===== config.mk =====
export PLATFORM = sky130hd
export DESIGN_NAME = divn_check
export DESIGN_NICKNAME = d
export VERILOG_FILES = /design/src/rtl/divn_check.sv
export SDC_FILE = /design/constraint.sdc
export NUM_CORES = 1
export LEC_CHECK = 0
export ABC_CLOCK_PERIOD_IN_PS = 2900
export CAP_MARGIN = 30
export CORE_ASPECT_RATIO = 1.75
export CORE_UTILIZATION = 50
export CTS_BUF_LIST = sky130_fd_sc_hd__clkbuf_16
export DETAILED_ROUTE_END_ITERATION = 12
export HOLD_SLACK_MARGIN = 0.03
export PLACE_DENSITY = 0.75
export SYNTH_ARGS = -nofsm -noshare
export SYNTH_HDL_FRONTEND = slang
export SYNTH_SLANG_ARGS = --single-unit

===== constraint.sdc =====
create_clock -name clk -period 2.9 [get_ports clk]
set_clock_uncertainty 0.15 [all_clocks]
set_input_delay 0.29 -clock clk [delete_from_list [all_inputs] [get_ports clk]]
set_output_delay 0.29 -clock clk [all_outputs]
set_load 0.1 [all_outputs]

===== src/rtl/divn_check.sv =====
// Sequential divisibility checker: restoring division, one quotient bit per clock.
// Optional power-of-two fast path enabled by defining DIVN_POW2_FAST_EN.
module divn_check #(
   parameter int WIDTH  = 8,
   parameter int DWIDTH = 8
) (
   input  logic              clk,
   input  logic              rst,
   input  logic              in_valid,
   output logic              in_ready,
   input  logic [WIDTH-1:0]  data,
   input  logic [DWIDTH-1:0] divisor,
   output logic              out_valid,
   input  logic              out_ready,
   output logic [WIDTH-1:0]  quotient,
   output logic [DWIDTH-1:0] remainder,
   output logic              divisible,
   output logic              odd,
   output logic              div_by_zero
);

   localparam logic [1:0] IDLE = 2'd0;
   localparam logic [1:0] BUSY = 2'd1;
   localparam logic [1:0] DONE = 2'd2;

   localparam int CW = $clog2(WIDTH);

   logic [1:0]        state;
   logic [CW-1:0]     cnt;
   logic [WIDTH-1:0]  w;
   logic [DWIDTH-1:0] r;
   logic [DWIDTH-1:0] dvs;
   logic              zdiv;

   logic [DWIDTH:0]   r_sh;
   logic              ge;
   logic [DWIDTH-1:0] r_nx;
   logic [WIDTH-1:0]  q_nx;
   logic [WIDTH-1:0]  res_q;
   logic [DWIDTH-1:0] res_r;
   logic              short_in;

   assign in_ready  = (state == IDLE);
   assign out_valid = (state == DONE);

   // w starts as the dividend and fills with quotient bits from the right
   always_comb begin
      r_sh = {r, w[WIDTH-1]};
      ge   = (r_sh >= {1'b0, dvs});
      r_nx = ge ? DWIDTH'(r_sh - {1'b0, dvs}) : r_sh[DWIDTH-1:0];
      q_nx = {w[WIDTH-2:0], ge};
   end

`ifdef DIVN_POW2_FAST_EN
   localparam int SW = (DWIDTH > 1) ? $clog2(DWIDTH) : 1;

   logic          fast;
   logic          p2_in;
   logic [SW-1:0] sh;

   assign p2_in = (divisor != '0) &&
                  ((divisor & (divisor - DWIDTH'(1))) == '0);

   always_comb begin
      sh = '0;
      for (int i = 0; i < DWIDTH; i++)
         if (dvs[i]) sh = SW'(i);
   end

   assign short_in = (divisor == '0) || p2_in;
`else
   assign short_in = (divisor == '0);
`endif

   // Short paths finish on the first BUSY edge while w still holds the dividend
   always_comb begin
      res_q = q_nx;
      res_r = r_nx;
      if (zdiv) begin
         res_q = '1;
         res_r = w[DWIDTH-1:0];
      end
`ifdef DIVN_POW2_FAST_EN
      else if (fast) begin
         res_q = w >> sh;
         res_r = w[DWIDTH-1:0] & (dvs - DWIDTH'(1));
      end
`endif
   end

   always_ff @(posedge clk or posedge rst) begin
      if (rst) begin
         state       <= IDLE;
         cnt         <= '0;
         w           <= '0;
         r           <= '0;
         dvs         <= '0;
         zdiv        <= 1'b0;
         quotient    <= '0;
         remainder   <= '0;
         divisible   <= 1'b0;
         odd         <= 1'b0;
         div_by_zero <= 1'b0;
`ifdef DIVN_POW2_FAST_EN
         fast        <= 1'b0;
`endif
      end else begin
         unique case (state)
            IDLE: begin
               if (in_valid) begin
                  w     <= data;
                  dvs   <= divisor;
                  r     <= '0;
                  odd   <= data[0];
                  zdiv  <= (divisor == '0);
`ifdef DIVN_POW2_FAST_EN
                  fast  <= p2_in;
`endif
                  cnt   <= short_in ? '0 : CW'(WIDTH - 1);
                  state <= BUSY;
               end
            end
            BUSY: begin
               w   <= q_nx;
               r   <= r_nx;
               cnt <= cnt - CW'(1);
               if (cnt == '0) begin
                  quotient    <= res_q;
                  remainder   <= res_r;
                  divisible   <= (res_r == '0) && !zdiv;
                  div_by_zero <= zdiv;
                  state       <= DONE;
               end
            end
            DONE: begin
               if (out_ready) state <= IDLE;
            end
            default: state <= IDLE;
         endcase
      end
   end

endmodule


Word level (Yosys, flattened, before mapping). Cells that the tools add are included.

Bits in registers: 49. Latch bits: 0. Bits in writable memories: 0. Bits in read-only memories: 0. Bits of input ports: 20. Output and inout bits: 21. Word-level logic and storage cells: 44. Memories kept: 0.

Add/subtract/negate cells: 2. $mul: 0. Div/mod/pow operators: 0. $lt $le $gt $ge: 1. Eq/ne operators: 5. Shifts and indexed selects: 0. Multiplexer cells: 14. Bitwise operators: 0. Reductions and logical operators: 11.

Operator list (number): 8-bit 2-to-1 mux (5); 8-bit case mux with 2 select lines (2); 8-bit logical NOT (2); 9-bit by 8-bit greater-or-equal comparator with 1-bit output (1); 8-bit subtractor (1); 2-bit 2-to-1 mux (3); 3-bit 2-to-1 mux (2); 2-bit case mux with 3 select lines (1); 3-bit case mux with 2 select lines (1); 2-bit AND reduction (3); 2-bit inequality test, second input constant (2); 3-bit logical NOT (1); 3-bit AND reduction (1); 3-bit by 1-bit subtractor with 3-bit output, second input constant (1); 2-bit by 1-bit == test with 1-bit output, second input constant (1); 2-bit == test, second input constant (1); 2-bit logical NOT (1); 2-bit by 1-bit inequality test with 1-bit output, second input constant (1); 2-bit nonzero test (1); 1-bit logical AND (1); 1-bit logical NOT (1).

Logic depth before layout (Yosys ltp).
Word-level depth: 5. Depth in mapped cells: 10. Gate-level depth less buffers: 10.

Worst setup path before layout. Ideal clock, no wire load.

Kind: register to register. Start point: register state[1]. End point: register w[1]. Library setup time: 0.082 ns. Data arrival time: 2.644 ns. Data required time: 2.668 ns. Path slack: 0.024 ns. Stages on the path, launching flop included: 7. Buffers on the path: 2. Cell sequence: dfrtp_1 nor2_1 and2_1 clkbuf_1 clkbuf_1 nand2_1 a31oi_1.

Longest elaborated chain between the ends: 3. Elaborated cells on any way between the ends: 6.

Ends and longest elaborated chain: from (decl) (line 28) `logic [1:0] state;`; from (signal assigned) (line 93) `state <= IDLE;`; from (signal assigned) (line 120) `state <= BUSY;`; from (signal assigned) (line 132) `state <= DONE;`; 2-bit logical NOT *; named net in_ready (line 10) `output logic in_ready,`; 2-bit inequality test (no line) / 2-bit nonzero test (equally long branches); 2-bit AND reduction (no line); to (signal assigned) (line 111) `w <= data;`; to (signal assigned) (line 124) `w <= q_nx;`; to (decl) (line 30) `logic [WIDTH-1:0] w;`.

Mark *: on every way through the listed nets, which the timed path passes. The rest lies on a longest branch. A chain may end at the register's enable or synchronous reset.

Final worst setup path.
Start point: register w[7]. End point: register divisible.

Longest elaborated chain between the ends: 5. Elaborated cells on any way between the ends: 6.

Ends and longest elaborated chain: 8-bit subtractor / 9-bit by 8-bit greater-or-equal comparator with 1-bit output (equally long branches) (line 50, 49); 8-bit 2-to-1 mux (line 50) `r_nx = ge ? DWIDTH'(r_sh - {1'b0, dvs}) : r_sh[DWIDTH-1:0];`; 8-bit 2-to-1 mux * (line 79) `if (zdiv) begin`; 8-bit logical NOT * (line 130) `divisible <= (res_r == '0) && !zdiv;`; 1-bit logical AND * (line 130); to (signal assigned) (line 130); to (decl) (line 17) `output logic divisible,`.

Mark *: on every way between the ends. The rest lies on a longest branch, timed or not.

==> run_results.csv <==
group,metric,value,unit
status,status,"finished with violations",
status,violations,"DRC",
global_routing,grt_max_degree,25,
hold_path,min_path_type,"input port to asynchronous set/reset pin",
cts,cts_max_level,2,
cts,clock-root-buffer,"clkbuf_16",
detailed_routing,antenna_left,0,
detailed_routing,vias,2257,
detailed_routing,drcViolationCount,4,
critical_path,path_class,"register to register",
critical_path,worstSetupEndpointType,"register",
floorplanning,die_w,57.0,um
cts,path_clk_slew,70,ps
finish,final_cell_mix,"57 x nand2_1, 49 x dfrtp_1, 29 x o21ai_0",
cts,cts_buffer_depth,2,
sta,tightest_slew,790,ps
floorplanning,row_count,34,
detailed_routing,drt-met1-wl,2.46,mm
floorplanning,core-area,5020,sq um
detailed_routing,routed_wl,6.15,mm
sta,rsz0062_at_grt,"no",
critical_path,cp_data_required_time,2950,ps
floorplanning,start_util,52.7,%
global_routing,grt_first_pass_wirelength,10.6,mm
synth,synthCells,293,
flow_run,drv_cap,0,
sta,finalHoldViolCount,0,
floorplanning,fp.dieH,98.2,um
cts,worstSkewPairLatency,290,ps
finish,seq_area,1230,sq um
place,port_buffers,40,
cts,cts_tree,"built",
finish,diodes,0,
cts,ctsHoldBuffers,0,
finish,nNetsFinal,363,
sta,hold_ws,117,ps
detailed_routing,wl_met3,218,um
synth,yosysUniqueCellTypes,47,
global_routing,grt_util_all_layers,24.4,%
synth,synth-seq-cells,49,
sta,setup_tns,0,ps
detailed_routing,vias_per_cell,5.83,
detailed_routing,route.met2.wl,3.29,mm
synth,yosysWarnings,0,
synth,synth_edf_count,0,
cts,cts_made_buffers,5,
sta,period_share,95.0,%
sta,fmax,363,MHz
global_routing,grt_pass1_vias,2237,
sta,period_minus_slack,2750,ps
finish,layout-drive-gt1-share,15.9,%
finish,fillers,448,
cts,post_cts_buffers,0,
sta,setup_violations,0,
detailed_routing,wl_per_cell,15.9,um
cts,cts_sinks,49,
global_routing,antenna_found_initial,0,
critical_path,worstSetupStartpointType,"register",
synth,synth_area,2640,sq um
synth,synth_ff_type,"dfrtp_1",
global_routing,grt_overflow_total,0,
detailed_routing,drt_iter0_drc,81,
finish,multiInputGateArea,1300,sq um
place,dpl.hpwl,4.58,mm
critical_path,crit_arrival,2800,ps
detailed_routing,first_pass_iters,8,
synth,synthArstFlopShare,100,%
critical_path,crit_fanout,4,
floorplanning,die_area,5590,sq um
floorplanning,io_pins,41,
finish,final_common_cell,"nand2_1",
finish,syn_to_final_growth,20.9,%
sta,slew_headroom,47.3,%
synth,syn_nets,324,
sta,slew_viol_final,0,
synth,synth.avg_cell_area,9.02,sq um
synth,ys_seq_area_share,46.4,%
place,routabilityCongestion,0.929,
detailed_routing,top_layer,"met4",
-- state kept, by name, summed over array words and instances (netlist names) --
name         flops
dvs              8
quotient         8
r                8
remainder        8
w                8
cnt              3
state            2
div_by_zero      1
divisible        1
odd              1
zdiv             1
-- worst max-delay path: stages (launching register included) --
cell and delay, ps:
dfrtp_1 400, inv_1 90, ha_2 200, inv_1 60
fa_2 360, xor2_1 180, mux2_2 270, or3_1 370
o41a_1 420, o31ai_2 170
-- cell families (layout without fill, tap and decap cells) --
group / Yosys count / count (layout) / share of synthesized area [%]
compound gates: 82 / 82 / 19.9
xor+xnor: 4 / 4 / 1.33
fa+ha+maj: 11 / 11 / 5.49
flops: 49 / 49 / 46.4
simple gates: 107 / 107 / 18.3
mux: 10 / 10 / 4.07
buf+inv: 30 / 70 / 4.54
-- path summary, 6_finish.rpt --
check	slack, ps	start	depth (start not counted)	end
setup / recovery	150	w[7]$_DFFE_PP0P_	9	divisible$_DFFE_PP0P_
min in group clk	320	quotient[7]$_DFFE_PP0P_	2	quotient[7]$_DFFE_PP0P_
max in group asynchronous	1880	rst	3	r[1]$_DFFE_PP0P_
setup reg to reg	150	w[7]$_DFFE_PP0P_	9	divisible$_DFFE_PP0P_
hold reg to reg	320	quotient[7]$_DFFE_PP0P_	2	quotient[7]$_DFFE_PP0P_
hold / removal	120	rst	2	quotient[7]$_DFFE_PP0P_
-- per-stage QoR --
step	instances	area (sq um)	util [%]	setup WS [ps]
global placement	379	3050	60.7	151
detailed placement	379	3050	60.7	109
floorplan	293	2640	-	23.8
finish	387	3200	63.7	146
CTS	387	3190	63.6	74.2
global route	387	3200	63.7	18.1
-- cells in the mapped netlist (2+ instances only) --
library cell	number	area, sq um
inv_1	14	52.6
xnor2_1	3	26.3
and2_1	3	18.8
ha_1	10	125
mux2_2	6	67.6
a211oi_1	2	15.0
a21oi_1	13	65.1
o21ai_1	5	25.0
o211ai_1	4	30.0
o21a_1	3	22.5
dfrtp_1	49	1230
nand3_1	11	55.1
nand2b_1	4	25.0
nor2_1	14	52.6
clkbuf_1	14	52.6
nand2_1	57	214
o22ai_1	2	12.5
a21o_1	5	37.5
o21ai_0	29	145
mux2i_1	4	40.0
and3_1	2	12.5
a31oi_1	8	50.1
nor4_1	2	12.5
nor2b_1	4	25.0
nand3b_1	3	22.5
-- routing by layer --
layer,global-route usage [%],up-vias
met3,3.44,18
met4,10.3,0
met1,29.4,1085
met2,42.7,58
met5,0,-
li1,-,1096
-- cell type report --
| type | instances | area share, % |
|---|---|---|
| inverter | 15 | 1.76 |
| clock buffer | 5 | 3.91 |
| multi-input combinational | 214 | 40.7 |
| tap | 54 | 2.11 |
| timing repair buffer | 47 | 12.5 |
| sequential | 49 | 38.4 |
| clock inverter | 3 | 0.587 |
-- repair_timing --
| action | CTS | global route |
|---|---|---|
| endpoints found under the hold margin | 0 | 0 |
| setup endpoints to repair | 0 | 1 |
| resized for setup | 0 | 2 |
Power is left out: the tool's default activity adds up to more than one toggle a clock period on the data nets, which glitch-free logic cannot reach.
